File: config.mk
export PLATFORM = sky130hd
export DESIGN_NAME = phy_lane_stim_gen
export DESIGN_NICKNAME = d
export VERILOG_FILES = /design/src/rtl/phy_stim_pkg.sv /design/src/rtl/phy_lane_pattern.sv /design/src/rtl/phy_lane_stim_gen.sv
export SDC_FILE = /design/constraint.sdc
export NUM_CORES = 1
export LEC_CHECK = 0
export BUFFER_PORTS_ARGS = -buffer_cell sky130_fd_sc_hd__buf_2
export CAP_MARGIN = 30
export CORE_ASPECT_RATIO = 0.5
export CORE_MARGIN = 1
export CORE_UTILIZATION = 60
export DETAILED_ROUTE_END_ITERATION = 12
export PLACE_DENSITY = 0.93
export SKIP_CTS_REPAIR_TIMING = 1
export SLEW_MARGIN = 20
export SYNTH_ARGS = -nofsm -noshare
export SYNTH_HDL_FRONTEND = slang
export SYNTH_SLANG_ARGS = --single-unit
File: constraint.sdc
create_clock -name clk_32f -period 4.9 [get_ports clk_32f]
set_input_delay 0.49 -clock clk_32f [delete_from_list [all_inputs] [get_ports clk_32f]]
set_output_delay 0.49 -clock clk_32f [all_outputs]
set_load 0.005 [all_outputs]
File: src/rtl/phy_stim_pkg.sv
// Shared constants for the multi-lane PHY stimulus source: pattern modes,
// controller state encodings and the 8-bit LFSR feedback taps.
package phy_stim_pkg;

   localparam logic [1:0] MODE_ALT  = 2'd0;
   localparam logic [1:0] MODE_INC  = 2'd1;
   localparam logic [1:0] MODE_LFSR = 2'd2;

   localparam logic [1:0] ST_IDLE = 2'd0;
   localparam logic [1:0] ST_RUN  = 2'd1;
   localparam logic [1:0] ST_DONE = 2'd2;

   // x^8+x^6+x^5+x^4+1 as a mask over state bits [7],[5],[4],[3]
   localparam logic [7:0] LFSR_TAPS = 8'hB8;

endpackage

File: src/rtl/phy_lane_pattern.sv
// One lane of the stimulus source: a per-lane pattern generator and the
// registered lane word it presents on each word boundary.
module phy_lane_pattern
   import phy_stim_pkg::*;
#(
   parameter int               WIDTH     = 8,
   parameter int               LANE      = 0,
   parameter logic [WIDTH-1:0] PAT_A     = 8'hAA,
   parameter logic [WIDTH-1:0] PAT_B     = 8'hBB,
   parameter logic [WIDTH-1:0] LANE_STEP = 8'h22,
   parameter logic [WIDTH-1:0] SEED      = 8'hA5
) (
   input  logic             clk_32f,
   input  logic             reset_L,
   input  logic             init,
   input  logic             step,
   input  logic             en,
   input  logic [1:0]       mode,
   output logic [WIDTH-1:0] data
);

   localparam logic [WIDTH-1:0] ALT_A     = PAT_A + WIDTH'(LANE) * LANE_STEP;
   localparam logic [WIDTH-1:0] ALT_B     = PAT_B + WIDTH'(LANE) * LANE_STEP;
   localparam logic [WIDTH-1:0] SEED_L    = SEED ^ WIDTH'(LANE);
   localparam logic [WIDTH-1:0] SEED_INIT = (SEED_L == '0) ? WIDTH'(1) : SEED_L;
   localparam logic [WIDTH-1:0] TAPS      = WIDTH'(LFSR_TAPS);

   logic [WIDTH-1:0] gen;
   logic [WIDTH-1:0] gen_next;
   logic [WIDTH-1:0] pattern;
   logic             phase;

   always_comb begin
      // NOTE: every output of a combinational block gets a default first so no path can infer a latch.
      pattern  = phase ? ALT_B : ALT_A;
      gen_next = gen;
      case (mode)
         MODE_INC: begin
            pattern  = gen;
            gen_next = gen + WIDTH'(1);
         end
         MODE_LFSR: begin
            pattern  = gen;
            gen_next = {gen[WIDTH-2:0], ^(gen & TAPS)};
         end
         default: ;
      endcase
   end

   always_ff @(posedge clk_32f or negedge reset_L) begin
      if (!reset_L) begin
         // NOTE: state updates use <= so every register samples pre-edge values regardless of block order.
         gen   <= '0;
         phase <= 1'b0;
         data  <= '0;
      end else if (init) begin
         gen   <= (mode == MODE_LFSR) ? SEED_INIT : WIDTH'(LANE);
         phase <= 1'b0;
      end else if (step) begin
         data  <= en ? pattern : '0;
         phase <= ~phase;
         gen   <= gen_next;
      end
   end

endmodule

File: src/rtl/phy_lane_stim_gen.sv
// Multi-lane stimulus source: start/stop controller, word-rate divider and
// burst counter driving one pattern generator per lane.
module phy_lane_stim_gen
   import phy_stim_pkg::*;
#(
   parameter int               NUM_LANES = 4,
   parameter int               WIDTH     = 8,
   parameter int               DIV       = 32,
   parameter int               CNT_W     = 16,
   parameter logic [WIDTH-1:0] PAT_A     = 8'hAA,
   parameter logic [WIDTH-1:0] PAT_B     = 8'hBB,
   parameter logic [WIDTH-1:0] LANE_STEP = 8'h22,
   parameter logic [WIDTH-1:0] SEED      = 8'hA5
) (
   input  logic                       clk_32f,
   input  logic                       reset_L,
   input  logic                       start,
   input  logic                       stop,
   input  logic [1:0]                 mode,
   input  logic [CNT_W-1:0]           burst_len,
   input  logic [NUM_LANES-1:0]       lane_en,
   output logic [NUM_LANES*WIDTH-1:0] data_out,
   output logic [NUM_LANES-1:0]       valid_out,
   output logic                       word_stb,
   output logic                       busy,
   output logic                       done
);

   localparam int DIV_W = (DIV > 1) ? $clog2(DIV) : 1;

   logic [1:0]           state;
   logic [DIV_W-1:0]     div;
   logic [CNT_W-1:0]     count;
   logic [CNT_W-1:0]     burst_q;
   logic [NUM_LANES-1:0] lane_en_q;
   logic [1:0]           mode_q;
   logic [1:0]           lane_mode;
   logic                 stop_q;
   logic                 start_acc;
   logic                 tick;
   logic                 finish;

   assign start_acc = (state == ST_IDLE) && start;
   assign tick      = (state == ST_RUN) && (div == DIV_W'(DIV - 1));
   assign finish    = stop_q || ((burst_q != '0) && (count == burst_q));
   // The boundary that ends a burst presents no new word, so it gets no strobe.
   assign word_stb  = tick && !finish;
   assign busy      = (state == ST_RUN);
   assign done      = (state == ST_DONE);
   // Generators seed on the accept edge, before mode_q holds the new mode.
   assign lane_mode = start_acc ? mode : mode_q;

   always_ff @(posedge clk_32f or negedge reset_L) begin
      if (!reset_L) begin
         state     <= ST_IDLE;
         div       <= '0;
         count     <= '0;
         burst_q   <= '0;
         lane_en_q <= '0;
         mode_q    <= MODE_ALT;
         stop_q    <= 1'b0;
         valid_out <= '0;
      end else begin
         case (state)
            ST_IDLE: begin
               if (start) begin
                  state     <= ST_RUN;
                  div       <= '0;
                  count     <= '0;
                  stop_q    <= 1'b0;
                  mode_q    <= mode;
                  burst_q   <= burst_len;
                  lane_en_q <= lane_en;
               end
            end
            ST_RUN: begin
               div <= tick ? '0 : div + DIV_W'(1);
               if (stop) stop_q <= 1'b1;
               if (tick) begin
                  if (finish) begin
                     valid_out <= '0;
                     state     <= ST_DONE;
                  end else begin
                     valid_out <= lane_en_q;
                     count     <= count + CNT_W'(1);
                  end
               end
            end
            ST_DONE: state <= ST_IDLE;
            default: state <= ST_IDLE;
         endcase
      end
   end

   for (genvar i = 0; i < NUM_LANES; i++) begin : g_lane
      phy_lane_pattern #(
         .WIDTH     (WIDTH),
         .LANE      (i),
         .PAT_A     (PAT_A),
         .PAT_B     (PAT_B),
         .LANE_STEP (LANE_STEP),
         .SEED      (SEED)
      ) u_lane (
         .clk_32f (clk_32f),
         .reset_L (reset_L),
         .init    (start_acc),
         .step    (word_stb),
         .en      (lane_en_q[i]),
         .mode    (lane_mode),
         .data    (data_out[i*WIDTH +: WIDTH])
      );
   end

endmodule

==> results.md <==
* Run status: completed
* Fin nets at just over 800
* Final clock skew at 0.00434 ns
* Count of nets left with antenna violations after detail routing at 0
* Detailed Routing Iterations Pass 1 at 7
* Worst setup slack after layout at between 1 and 1.5 ns
* Num ports at between 60 and 70
* Number of standard cells after synthesis at between 700 and 800
* Fill cell total of the finished layout at 715
* Max-cap violation count at 0
* Initial cell density of the core at between 60% and 70%
* Number of nets in the synthesized netlist at approximately 760
* Leading post-synthesis cells by cell area: sky130_fd_sc_hd__dfrtp_1 46%, sky130_fd_sc_hd__nand2_1 9.5%, sky130_fd_sc_hd__o21ai_0 6.5%
* Synthesized area per cell at ~8.8 sq um
* Netlist cell types at 55
* Endpoint of the lowest-slack register-to-register path: g_lane[1].u_lane.gen[2]
* Worst Path Class, Setup: register to primary output
* Total half-perimeter wirelength after legalization and detailed placement at roughly 11000 um
* Drt wl/cell at between 15 and 20 um
* H-tree level count at 4
* Number of failing hold endpoints at the final stage at 0
* Share of the cycle needed by the critical path after routing at between 70% and 80%
* Via count at 5962
* Clock Root Buffer: sky130_fd_sc_hd__clkbuf_16
* Depth of the most critical reg-to-reg path at 10
* Crit path capture type: primary output
* Crit path launch type: register
* Maximum number of pins on one net before global-route repair at 56
* Gpl congestion at 0.859
* Register-to-register setup slack at about 1.6 ns
* Via count of the first global-routing pass at ~5600
* Clock latency on the worst-skew pair at ~0.41 ns
* Area taken by flip-flops and latches at 2950 sq um
* Grt met3 use at 8.36%
* CP Capture Point: word_stb
* Leakage at about 3.3 nW
* Highest-utilization routing layer at the global route stage: met2
* Clock sink count at roughly 120
* Met1 Use GR at about two fifths
* Slew at the pin with the worst max-slew slack at 1.02 ns
* Yosys top cell area share at between 40% and 50%
* Data arrival time of the critical path at 3.07 ns
* Headroom to the max-slew limit at ~32%
* Fraction of synthesis flops using an asynchronous set or reset pin at 100%
* Clock Pin Slew Worst Setup and Hold Paths at ~0.050 ns
* Ratio of cells with drive above 1 in the final layout at approximately 15%
* Max-slew violation total from the final report at 0
* Post-Synthesis Cell Area at around 6400 sq um
* Remaining Overflow, GRT at 0
* Primary FF master, synth: sky130_fd_sc_hd__dfrtp_1
* Sequential element share of the synthesized area at 46.5%
* Overall global routing resource usage at a little under a third
* Leading area contributor after synthesis: sky130_fd_sc_hd__dfrtp_1
* Count of flip-flops with a built-in enable after synthesis at 0
* Std-Cell Rows at 26
* Setup TNS at 0 ns
* Maximum ir drop on the vdd rail at about 0.33 mV
* Via density at ~6.5
* Type of the worst min-delay path: input port to asynchronous set/reset pin
* Chip width at roughly 150 um
* Source of the worst register-to-register timing path: state[1]
* Maximum clock frequency at approximately 0.28 GHz
* Diode count at 0
* DIE AREA at around 11000 sq um
* Yosys warns at 0
* Global-route wire length before repair at 27100 um
* Final setup violation count at 0
* Clock buffers created by TritonCTS at 17
* Most common cell in the synthesized netlist: sky130_fd_sc_hd__nand2_1
* Starting DRC count in detailed routing at between 800 and 900
* Residual DRC count at 0
* Met2 Usage GRT at a little over half
* Minimum setup slack after placement at 1.59 ns
* Number of synthesized register bits at between 100 and 150
* Area growth from synthesis to layout at 15.4%
* Initial antenna violation count at 0
* Required time of the critical path at about 4.4 ns
* Area of the multi-input gates at between 3000 and 4000 sq um
* Startpoint of the most critical setup path: count[8]
* Setup repair after global routing missed its margin: false
* Pwr/cell area at 513 nW/um^2
* Core footprint at a little over 10000 sq um
* Die Y at between 70 and 80 um
* TritonCTS clock tree: done
* Largest driver fanout on the critical path at 29
* Period minus WS final at 3.56 ns
* Buffers on Ports at between 60 and 70
* Synth cell count leaders: 161 x sky130_fd_sc_hd__nand2_1, 118 x sky130_fd_sc_hd__dfrtp_1, 82 x sky130_fd_sc_hd__o21ai_0
* Buffers from clock root to sink, at most at 2
* Final routed wirelength across all metal layers at between 15000 and 20000 um
kinds of logic (layout without fill, tap and decap cells):
kind of cell / after synthesis / after routing / share of synthesized area (%)
xor gates and xnor gates: 24 / 24 / 3.31
buffers and inverters: 64 / 120 / 4.49
DFF: 118 / 118 / 46.5
adders and majority gates: 12 / 12 / 2.36
AOI/OAI and AO/OA: 179 / 179 / 18.4
and+or+nand+nor: 314 / 314 / 22.8
muxes: 14 / 14 / 2.21
sequential cells by signal (all words and copies together) (netlist names):
| signal | cells |
|---|---|
| burst_q | 16 |
| count | 16 |
| div | 5 |
| g_lane.u_lane.data | 32 |
| g_lane.u_lane.gen | 32 |
| g_lane.u_lane.phase | 4 |
| lane_en_q | 4 |
| mode_q | 2 |
| state | 2 |
| stop_q | 1 |
| valid_out | 4 |
cell type report:
class                           count  share of cell area (%)
Inverter                           14                   0.717
Tap cell                          140                    2.39
Multi-Input combinational cell    543                    42.6
Clock buffer                       20                    6.23
Timing Repair Buffer               75                    5.70
Clock inverter                     11                    2.12
Sequential cell                   118                    40.3
through the flow:
stage | util (%) | cell area [sq um] | total power (W) | hold slack [ns] | std cells
global placement | 65.6 | 6720 | 0.00235 | 0.452 | 890
global route | 71.6 | 7330 | 0.00394 | 0.186 | 921
floorplan | - | 6350 | 0.00211 | 0.194 | 725
detailed placement | 65.6 | 6720 | 0.00241 | 0.459 | 890
finish | 71.6 | 7330 | 0.00376 | 0.140 | 921
CTS | 71.6 | 7330 | 0.00373 | 0.154 | 921
worst min-delay path by stage:
stage / from / endpoint / slack [ns]
6_report: reset_L / g_lane[3].u_lane.data[7] / 0.14
5_1_grt: reset_L / g_lane[0].u_lane.gen[1] / 0.19
4_1_cts: reset_L / g_lane[0].u_lane.gen[1] / 0.15
3_5_place_dp: g_lane[0].u_lane.phase / g_lane[0].u_lane.phase / 0.46
3_3_place_gp: g_lane[0].u_lane.phase / g_lane[0].u_lane.phase / 0.45
2_1_floorplan: reset_L / burst_q[0] / 0.19
metal layers:
layer  vias to the layer above  wire [um]
li1                       2684          -
met2                       371       7830
met3                        56       1620
met1                      2851       6900
met5                         -          0
met4                         0        482
report_power, final:
part	switching [W]	total, W	internal [W]
Combinational	0.000664	0.00106	0.000398
Clock	0.000430	0.00130	0.000867
Sequential	0.000242	0.00140	0.00116
Total	0.00134	0.00376	0.00242
critical path, stage by stage (launching register included):
cell                       delay [ns]
sky130_fd_sc_hd__dfrtp_1         0.45
sky130_fd_sc_hd__xor2_1          0.19
sky130_fd_sc_hd__nor4_1          0.46
sky130_fd_sc_hd__nand2_1         0.28
sky130_fd_sc_hd__o211ai_4        0.71
sky130_fd_sc_hd__buf_4           0.39
sky130_fd_sc_hd__inv_1           0.06
sky130_fd_sc_hd__buf_2           0.12
placed cells by master (no fill, tap or decap), types with 8 or more instances in the layout:
master	n
sky130_fd_sc_hd__nand2_1	161
sky130_fd_sc_hd__mux2i_1	14
sky130_fd_sc_hd__ha_1	12
sky130_fd_sc_hd__dfrtp_1	118
sky130_fd_sc_hd__inv_1	14
sky130_fd_sc_hd__o211ai_1	14
sky130_fd_sc_hd__nand4_1	10
sky130_fd_sc_hd__nor4_1	12
sky130_fd_sc_hd__o22ai_1	13
sky130_fd_sc_hd__xnor2_1	14
sky130_fd_sc_hd__and3_1	14
sky130_fd_sc_hd__o21ai_0	82
sky130_fd_sc_hd__nor3_1	22
sky130_fd_sc_hd__a21oi_1	8
sky130_fd_sc_hd__nand3_1	20
sky130_fd_sc_hd__or4_1	8
sky130_fd_sc_hd__xor2_1	10
sky130_fd_sc_hd__nor2b_1	11
sky130_fd_sc_hd__buf_2	63
sky130_fd_sc_hd__buf_4	11
sky130_fd_sc_hd__nor2_1	34
sky130_fd_sc_hd__clkbuf_16	17
No activity file was read; power rests on OpenSTA's default activity.
